**src/rtl/seq_register_file_sb_if.sv**
```systemverilog
`default_nettype none
// Issue/decode/writeback bundle for seq_register_file_sb.
// master drives the register file, slave is the register file itself.
interface seq_register_file_sb_if #(
  parameter int DATA_SIZE = 32,
  parameter int REG_COUNT = 8,
  parameter int ADDR_SIZE = 3
);
  logic [ADDR_SIZE-1:0] i_source1;
  logic [ADDR_SIZE-1:0] i_source2;
  logic                 i_source1_used;
  logic                 i_source2_used;
  logic [ADDR_SIZE-1:0] i_destination;
  logic [DATA_SIZE-1:0] i_result;
  logic                 i_register_file_write;
  logic                 i_reserve;
  logic [ADDR_SIZE-1:0] i_reserve_dest;
  logic                 i_flush;
  logic [DATA_SIZE-1:0] o_operand1;
  logic [DATA_SIZE-1:0] o_operand2;
  logic                 o_stall;
  logic [REG_COUNT-1:0] o_pending_mask;
  logic                 o_reserve_conflict;

  modport master (
    output i_source1, i_source2, i_source1_used, i_source2_used,
           i_destination, i_result, i_register_file_write,
           i_reserve, i_reserve_dest, i_flush,
    input  o_operand1, o_operand2, o_stall, o_pending_mask, o_reserve_conflict
  );

  modport slave (
    input  i_source1, i_source2, i_source1_used, i_source2_used,
           i_destination, i_result, i_register_file_write,
           i_reserve, i_reserve_dest, i_flush,
    output o_operand1, o_operand2, o_stall, o_pending_mask, o_reserve_conflict
  );
endinterface
`default_nettype wire

```
**src/rtl/seq_register_file_sb.sv**
```systemverilog
`default_nettype none
// Register file with two async read ports, one sync write port, write bypass,
// optional hardwired-zero R0 and a per-register pending-write scoreboard.
module seq_register_file_sb #(
  parameter int DATA_SIZE = 32,
  parameter int REG_COUNT = 8,
  parameter int ADDR_SIZE = 3,
  parameter int ZERO_REG  = 0
) (
  input  logic                   i_clk,
  input  logic                   i_rst_n,
  seq_register_file_sb_if.slave  bus
);

  localparam bit HAS_ZERO = (ZERO_REG != 0);

  logic [DATA_SIZE-1:0] regs [REG_COUNT];
  logic [REG_COUNT-1:0] pending;
  logic [REG_COUNT-1:0] pending_next;
  logic                 conflict;
  logic                 conflict_set;

  logic src1_zero, src2_zero;
  logic bypass1, bypass2;
  logic commit;
  logic reserve_eff;

  always_comb begin
    src1_zero   = HAS_ZERO && (bus.i_source1 == '0);
    src2_zero   = HAS_ZERO && (bus.i_source2 == '0);
    bypass1     = bus.i_register_file_write && (bus.i_destination == bus.i_source1) && !src1_zero;
    bypass2     = bus.i_register_file_write && (bus.i_destination == bus.i_source2) && !src2_zero;
    commit      = bus.i_register_file_write && !(HAS_ZERO && (bus.i_destination == '0));
    reserve_eff = bus.i_reserve && !(HAS_ZERO && (bus.i_reserve_dest == '0));
  end

  always_comb begin
    bus.o_operand1 = src1_zero ? '0 : (bypass1 ? bus.i_result : regs[bus.i_source1]);
    bus.o_operand2 = src2_zero ? '0 : (bypass2 ? bus.i_result : regs[bus.i_source2]);
    bus.o_stall    = (bus.i_source1_used && pending[bus.i_source1] && !bypass1) ||
                     (bus.i_source2_used && pending[bus.i_source2] && !bypass2);
    bus.o_pending_mask     = pending;
    bus.o_reserve_conflict = conflict;
  end

  always_ff @(posedge i_clk or negedge i_rst_n) begin
    if (!i_rst_n) begin
      for (int n = 0; n < REG_COUNT; n++) begin
        regs[n] <= '0;
      end
    end else if (commit) begin
      regs[bus.i_destination] <= bus.i_result;
    end
  end

  // Reserve is applied after the write-clear so a new producer supersedes the old one.
  always_comb begin
    pending_next = pending;
    if (bus.i_flush) begin
      pending_next = '0;
    end else begin
      if (bus.i_register_file_write) begin
        pending_next[bus.i_destination] = 1'b0;
      end
      if (reserve_eff) begin
        pending_next[bus.i_reserve_dest] = 1'b1;
      end
    end
  end

  always_comb begin
    conflict_set = reserve_eff && !bus.i_flush && pending[bus.i_reserve_dest] &&
                   !(bus.i_register_file_write && (bus.i_destination == bus.i_reserve_dest));
  end

  always_ff @(posedge i_clk or negedge i_rst_n) begin
    if (!i_rst_n) begin
      pending  <= '0;
      conflict <= 1'b0;
    end else begin
      pending  <= pending_next;
      conflict <= conflict | conflict_set;
    end
  end

endmodule
`default_nettype wire
```
**src/flat_wrapper.sv**
```systemverilog
// flat-port wrapper written by rule: the top's interface ports become plain ports
module seq_register_file_sb_flat 
#(
  parameter int DATA_SIZE = 32,
  parameter int REG_COUNT = 8,
  parameter int ADDR_SIZE = 3,
  parameter int ZERO_REG  = 0
)
  (i_clk, i_rst_n, bus_i_source1, bus_i_source2, bus_i_source1_used, bus_i_source2_used, bus_i_destination, bus_i_result, bus_i_register_file_write, bus_i_reserve, bus_i_reserve_dest, bus_i_flush, bus_o_operand1, bus_o_operand2, bus_o_stall, bus_o_pending_mask, bus_o_reserve_conflict);
  seq_register_file_sb_if #(.DATA_SIZE(DATA_SIZE), .REG_COUNT(REG_COUNT), .ADDR_SIZE(ADDR_SIZE)) bus_i ();
  input  logic i_clk;
  input  logic i_rst_n;
  input wire logic [$bits(bus_i.i_source1)-1:0] bus_i_source1;
  input wire logic [$bits(bus_i.i_source2)-1:0] bus_i_source2;
  input wire logic [$bits(bus_i.i_source1_used)-1:0] bus_i_source1_used;
  input wire logic [$bits(bus_i.i_source2_used)-1:0] bus_i_source2_used;
  input wire logic [$bits(bus_i.i_destination)-1:0] bus_i_destination;
  input wire logic [$bits(bus_i.i_result)-1:0] bus_i_result;
  input wire logic [$bits(bus_i.i_register_file_write)-1:0] bus_i_register_file_write;
  input wire logic [$bits(bus_i.i_reserve)-1:0] bus_i_reserve;
  input wire logic [$bits(bus_i.i_reserve_dest)-1:0] bus_i_reserve_dest;
  input wire logic [$bits(bus_i.i_flush)-1:0] bus_i_flush;
  output wire logic [$bits(bus_i.o_operand1)-1:0] bus_o_operand1;
  output wire logic [$bits(bus_i.o_operand2)-1:0] bus_o_operand2;
  output wire logic [$bits(bus_i.o_stall)-1:0] bus_o_stall;
  output wire logic [$bits(bus_i.o_pending_mask)-1:0] bus_o_pending_mask;
  output wire logic [$bits(bus_i.o_reserve_conflict)-1:0] bus_o_reserve_conflict;
  assign bus_i.i_source1 = bus_i_source1;
  assign bus_i.i_source2 = bus_i_source2;
  assign bus_i.i_source1_used = bus_i_source1_used;
  assign bus_i.i_source2_used = bus_i_source2_used;
  assign bus_i.i_destination = bus_i_destination;
  assign bus_i.i_result = bus_i_result;
  assign bus_i.i_register_file_write = bus_i_register_file_write;
  assign bus_i.i_reserve = bus_i_reserve;
  assign bus_i.i_reserve_dest = bus_i_reserve_dest;
  assign bus_i.i_flush = bus_i_flush;
  assign bus_o_operand1 = bus_i.o_operand1;
  assign bus_o_operand2 = bus_i.o_operand2;
  assign bus_o_stall = bus_i.o_stall;
  assign bus_o_pending_mask = bus_i.o_pending_mask;
  assign bus_o_reserve_conflict = bus_i.o_reserve_conflict;
  seq_register_file_sb #(.DATA_SIZE(DATA_SIZE), .REG_COUNT(REG_COUNT), .ADDR_SIZE(ADDR_SIZE), .ZERO_REG(ZERO_REG)) u_core (.i_clk(i_clk), .i_rst_n(i_rst_n), .bus(bus_i));
endmodule
```
**config.mk**
```make
export PLATFORM = sky130hd
export DESIGN_NAME = seq_register_file_sb_flat
export DESIGN_NICKNAME = d
export VERILOG_FILES = /design/src/rtl/seq_register_file_sb_if.sv /design/src/rtl/seq_register_file_sb.sv /design/src/flat_wrapper.sv
export SDC_FILE = /design/constraint.sdc
export NUM_CORES = 1
export LEC_CHECK = 0
export ABC_AREA = 1
export CAP_MARGIN = 20
export CORE_MARGIN = 2
export CORE_UTILIZATION = 45
export DETAILED_ROUTE_END_ITERATION = 8
export GPL_ROUTABILITY_DRIVEN = 0
export GPL_TIMING_DRIVEN = 1
export HOLD_SLACK_MARGIN = 0.12
export PLACE_DENSITY_LB_ADDON = 0.1
export RECOVER_POWER = 50
export REMOVE_ABC_BUFFERS = 1
export SYNTH_ARGS = -nofsm -noshare
export SYNTH_HDL_FRONTEND = slang
export SYNTH_SLANG_ARGS = --single-unit
```
**constraint.sdc**
```tcl
create_clock -name i_clk -period 1.7 [get_ports i_clk]
set_input_delay 0.34 -clock i_clk [delete_from_list [all_inputs] [get_ports i_clk]]
set_output_delay 0.34 -clock i_clk [all_outputs]
set_load 0.02 [all_outputs]
```
==> qor.csv, run 1 <==
stage,metric,value,unit
outcome,status,finished with violations,
outcome,violated checks,setup timing,
global_route,number of global-route vias before repair,15800,
yosys,post-synthesis async set-or-reset flop share,100,%
clocking,clock slew seen by the registers of the worst setup and hold paths,0.06,ns
placed_design,HPWL after DPL,35.2,mm
yosys,Yosys reg bits,265,
clocking,clock root buffer,clkbuf_16,
route,DRC viols,0,
sta,worst slew pin tran,1.21,ns
power,power per cell area,997,nW/um2
sta,Max transition margin,19.6,%
route,Via density,5.47,
global_route,global-route wire length before repair,88.0,mm
clocking,maximum clock path buffer count,3,
sta,Final Critical Period,1.97,ns
critical_path,critical path launch point type,register,
sta,Final Hold Vio Count,0,
critical_path,CP Cell Sequence,"o211ai_1, nand3_1, nand3_4, nand2_2, buf_6",
clocking,clock sink count,265,
sta,Final Setup Violations,65,
layout,Reg area,6630,um2
die,Core Footprint,35300,um2
sta,Clock Skew,0.00559,ns
sta,Worst Slack Setup Final,-0.267,ns
global_route,antenna violations before repair,0,
critical_path,"Largest stage delay, worst path",0.39,ns
sta,Fin Hold WS,0.193,ns
critical_path,Setup crit end kind,output pin,
power,Pleak,0.0109,uW
route,drt first-iter violations,1439,
yosys,Unique masters post-synth,20,
clocking,htree depth,1,
layout,Total Nets Final,2674,
yosys,"EDFF count, synth",0,
layout,antenna cells,0,
yosys,Synth Instances,2403,
clocking,clock latency on the worst-skew pair,0.56,ns
critical_path,CP max FO,3,
global_route,largest net degree at the start of global routing,66,
route,1st-pass router iterations,5,
sta,fin crit share,116,%
route,per-cell routed wire length,18.5,um
route,via count,17000,
global_route,GRT Overall Usage,30.8,%
yosys,"Avg Cell Area, Syn",6.65,um2
critical_path,Critical Path RT,1.36,ns
die,Initial Util,45.3,%
yosys,Post-Syn Area,16000,um2
yosys,Post-synth top cells,"nand2_1 (905), nand3_1 (401), inv_1 (278)",
yosys,ranking of synthesized cells by area,"dfrtp_1 (42%), nand2_1 (21%), nand3_1 (13%)",
sta,unrepaired setup endpoints after global routing,yes,
yosys,largest area contributor in the netlist,dfrtp_1,
layout,share of layout cells above drive strength 1,24.6,%
route,Routed WL,57.4,mm
die,Die Height,192,um
sta,Max Clock Freq,508,MHz
job,Max Cap Viol,0,
sta,Final Max Slew Viols,0,
clocking,CTS tree,built,
hold_path,hold crit path type,in -> reg,
placed_design,Setup WS pre-CTS,-1.14,ns
yosys,"Primary FF master, synth",dfrtp_1,
critical_path,CP Class,reg -> out,
power,Tot Pwr,21200,uW
clocking,total clock buffers created by CTS,31,
layout,# fillers,3319,
critical_path,Slowest cell on crit path,dfrtp_1,
critical_path,worst path buffer plus inverter count,1,
yosys,sequential fraction of the synthesis area,41.5,%
layout,final core utilization,60.3,%
yosys,most common cell in the synthesized netlist,nand2_1,
layout,Multi-input gate area,8230,um2
critical_path,"delay-heaviest family, CP",flip-flops,
global_route,GR Overflow Total,0,
placed_design,I/O Buffers,124,
yosys,area fraction of the dominant cell type after synthesis,41.5,%
layout,Final Instance Area,21300,um2
layout,Area Growth Syn to Fin,33.2,%
yosys,yosys warns,0,
die,die area,37000,um2
critical_path,arrival time at the worst endpoint,1.63,ns
placed_design,placed inst area,18800,um2
die,Top Ports,125,
die,row count,69,
power,peak supply drop,0.000833,V
die,die span in x,192,um
route,Routed Antenna Nets,0,
metrics by stage:
step           cells  TNS [ns]
6_report        3107    -13.60
5_1_grt         3107    -18.81
4_1_cts         3069    -14.52
3_5_place_dp    2988   -131.33
3_3_place_gp    2988   -125.20
2_1_floorplan   2230    -87.39
metal layers:
| metal | GRT usage (%) | part of all wire, % | vias to the layer above |
|---|---|---|---|
| met2 | 51.1 | 47 | 656 |
| met1 | 41.4 | 43 | 8138 |
| met4 | 10.1 | 3.0 | 0 |
| li1 | - | - | 8076 |
| met5 | 0 | 0 | - |
| met3 | 4.36 | 7.6 | 117 |
logic make-up (layout without fill, tap and decap cells):
family                 Yosys count  count (layout)  share of synthesized area, %
AND/OR/NAND/NOR               1346            1346                          34.9
buffers and inverters          460             703                          12.2
AO/OA/AOI/OAI                  332             332                          11.4
flip-flops                     265             265                          41.5
final cells by class:
type,instances,share of cell area (%)
clock buffers,54,4.66
clock inverters,2,0.0823
inverters,287,5.20
multi-input cells,1678,38.6
flip-flops and latches,265,31.1
well taps,461,2.71
repair buffers,360,17.6
worst paths after layout:
kind / startpoint / endpoint / slack, ns / cells after the start
max: u_core.regs[183] / bus_o_operand1[23] / -0.27 / 5
min: bus_i_destination[2] / u_core.bus.o_pending_mask[7] / 0.19 / 4
max reg2reg: u_core.bus.o_pending_mask[2] / u_core.bus.o_reserve_conflict / 0.57 / 10
min reg2reg: u_core.bus.o_reserve_conflict / u_core.bus.o_reserve_conflict / 0.48 / 2
max in group asynchronous: i_rst_n / u_core.regs[95] / 0.16 / 3
min in group asynchronous: i_rst_n / u_core.regs[116] / 0.45 / 2
layout by cell type, fill, tap and decap left out, drive strengths merged:
master	count
a21oi	11
buf	307
clkbuf	66
clkdlybuf4s50	39
clkinv	2
dfrtp	265
dlygate4sd2	1
dlygate4sd3	1
inv	287
nand2	907
nand3	401
nor2	38
o211ai	64
o21ai	257
worst reg2reg max path, cell delays in order, from the launching register on:
cell	delay [ns]
dfrtp_1	0.41
buf_6	0.13
buf_6	0.11
inv_1	0.04
nand2_1	0.04
nand3_1	0.07
nand2_1	0.05
inv_1	0.04
nand2_1	0.04
nand2_1	0.05
nand2_1	0.04
flip-flops by register name (all words and copies together) (netlist names):
| register | count |
|---|---|
| u_core.bus.o_pending_mask | 8 |
| u_core.bus.o_reserve_conflict | 1 |
| u_core.regs | 256 |
power breakdown:
| part | total [uW] | switching [uW] | internal (uW) |
|---|---|---|---|
| Sequential | 8170 | 691 | 7480 |
| Clock | 6630 | 2720 | 3910 |
| Combinational | 6440 | 3690 | 2750 |
timing repair:
| item | 4_1_cts | 5_1_grt |
|---|---|---|
| pin swaps | 94 | 140 |
| setup endpoints to repair | 74 | 65 |
| endpoints found under the hold margin | 265 | 0 |
| gates cloned | 6 | 0 |
| setup buffers | 20 | 40 |
| hold buffers | 1 | 0 |
| resized for setup | 545 | 233 |
Power figures use the tool's default switching activity.
==> inputs of run 2 (changes only) <==
CAP_MARGIN = unset   (was 20)
SLEW_MARGIN = 20   (was unset)
==> results of run 2 <==
Same layout as run 1: the final DEF is identical, and so are final timing and power.
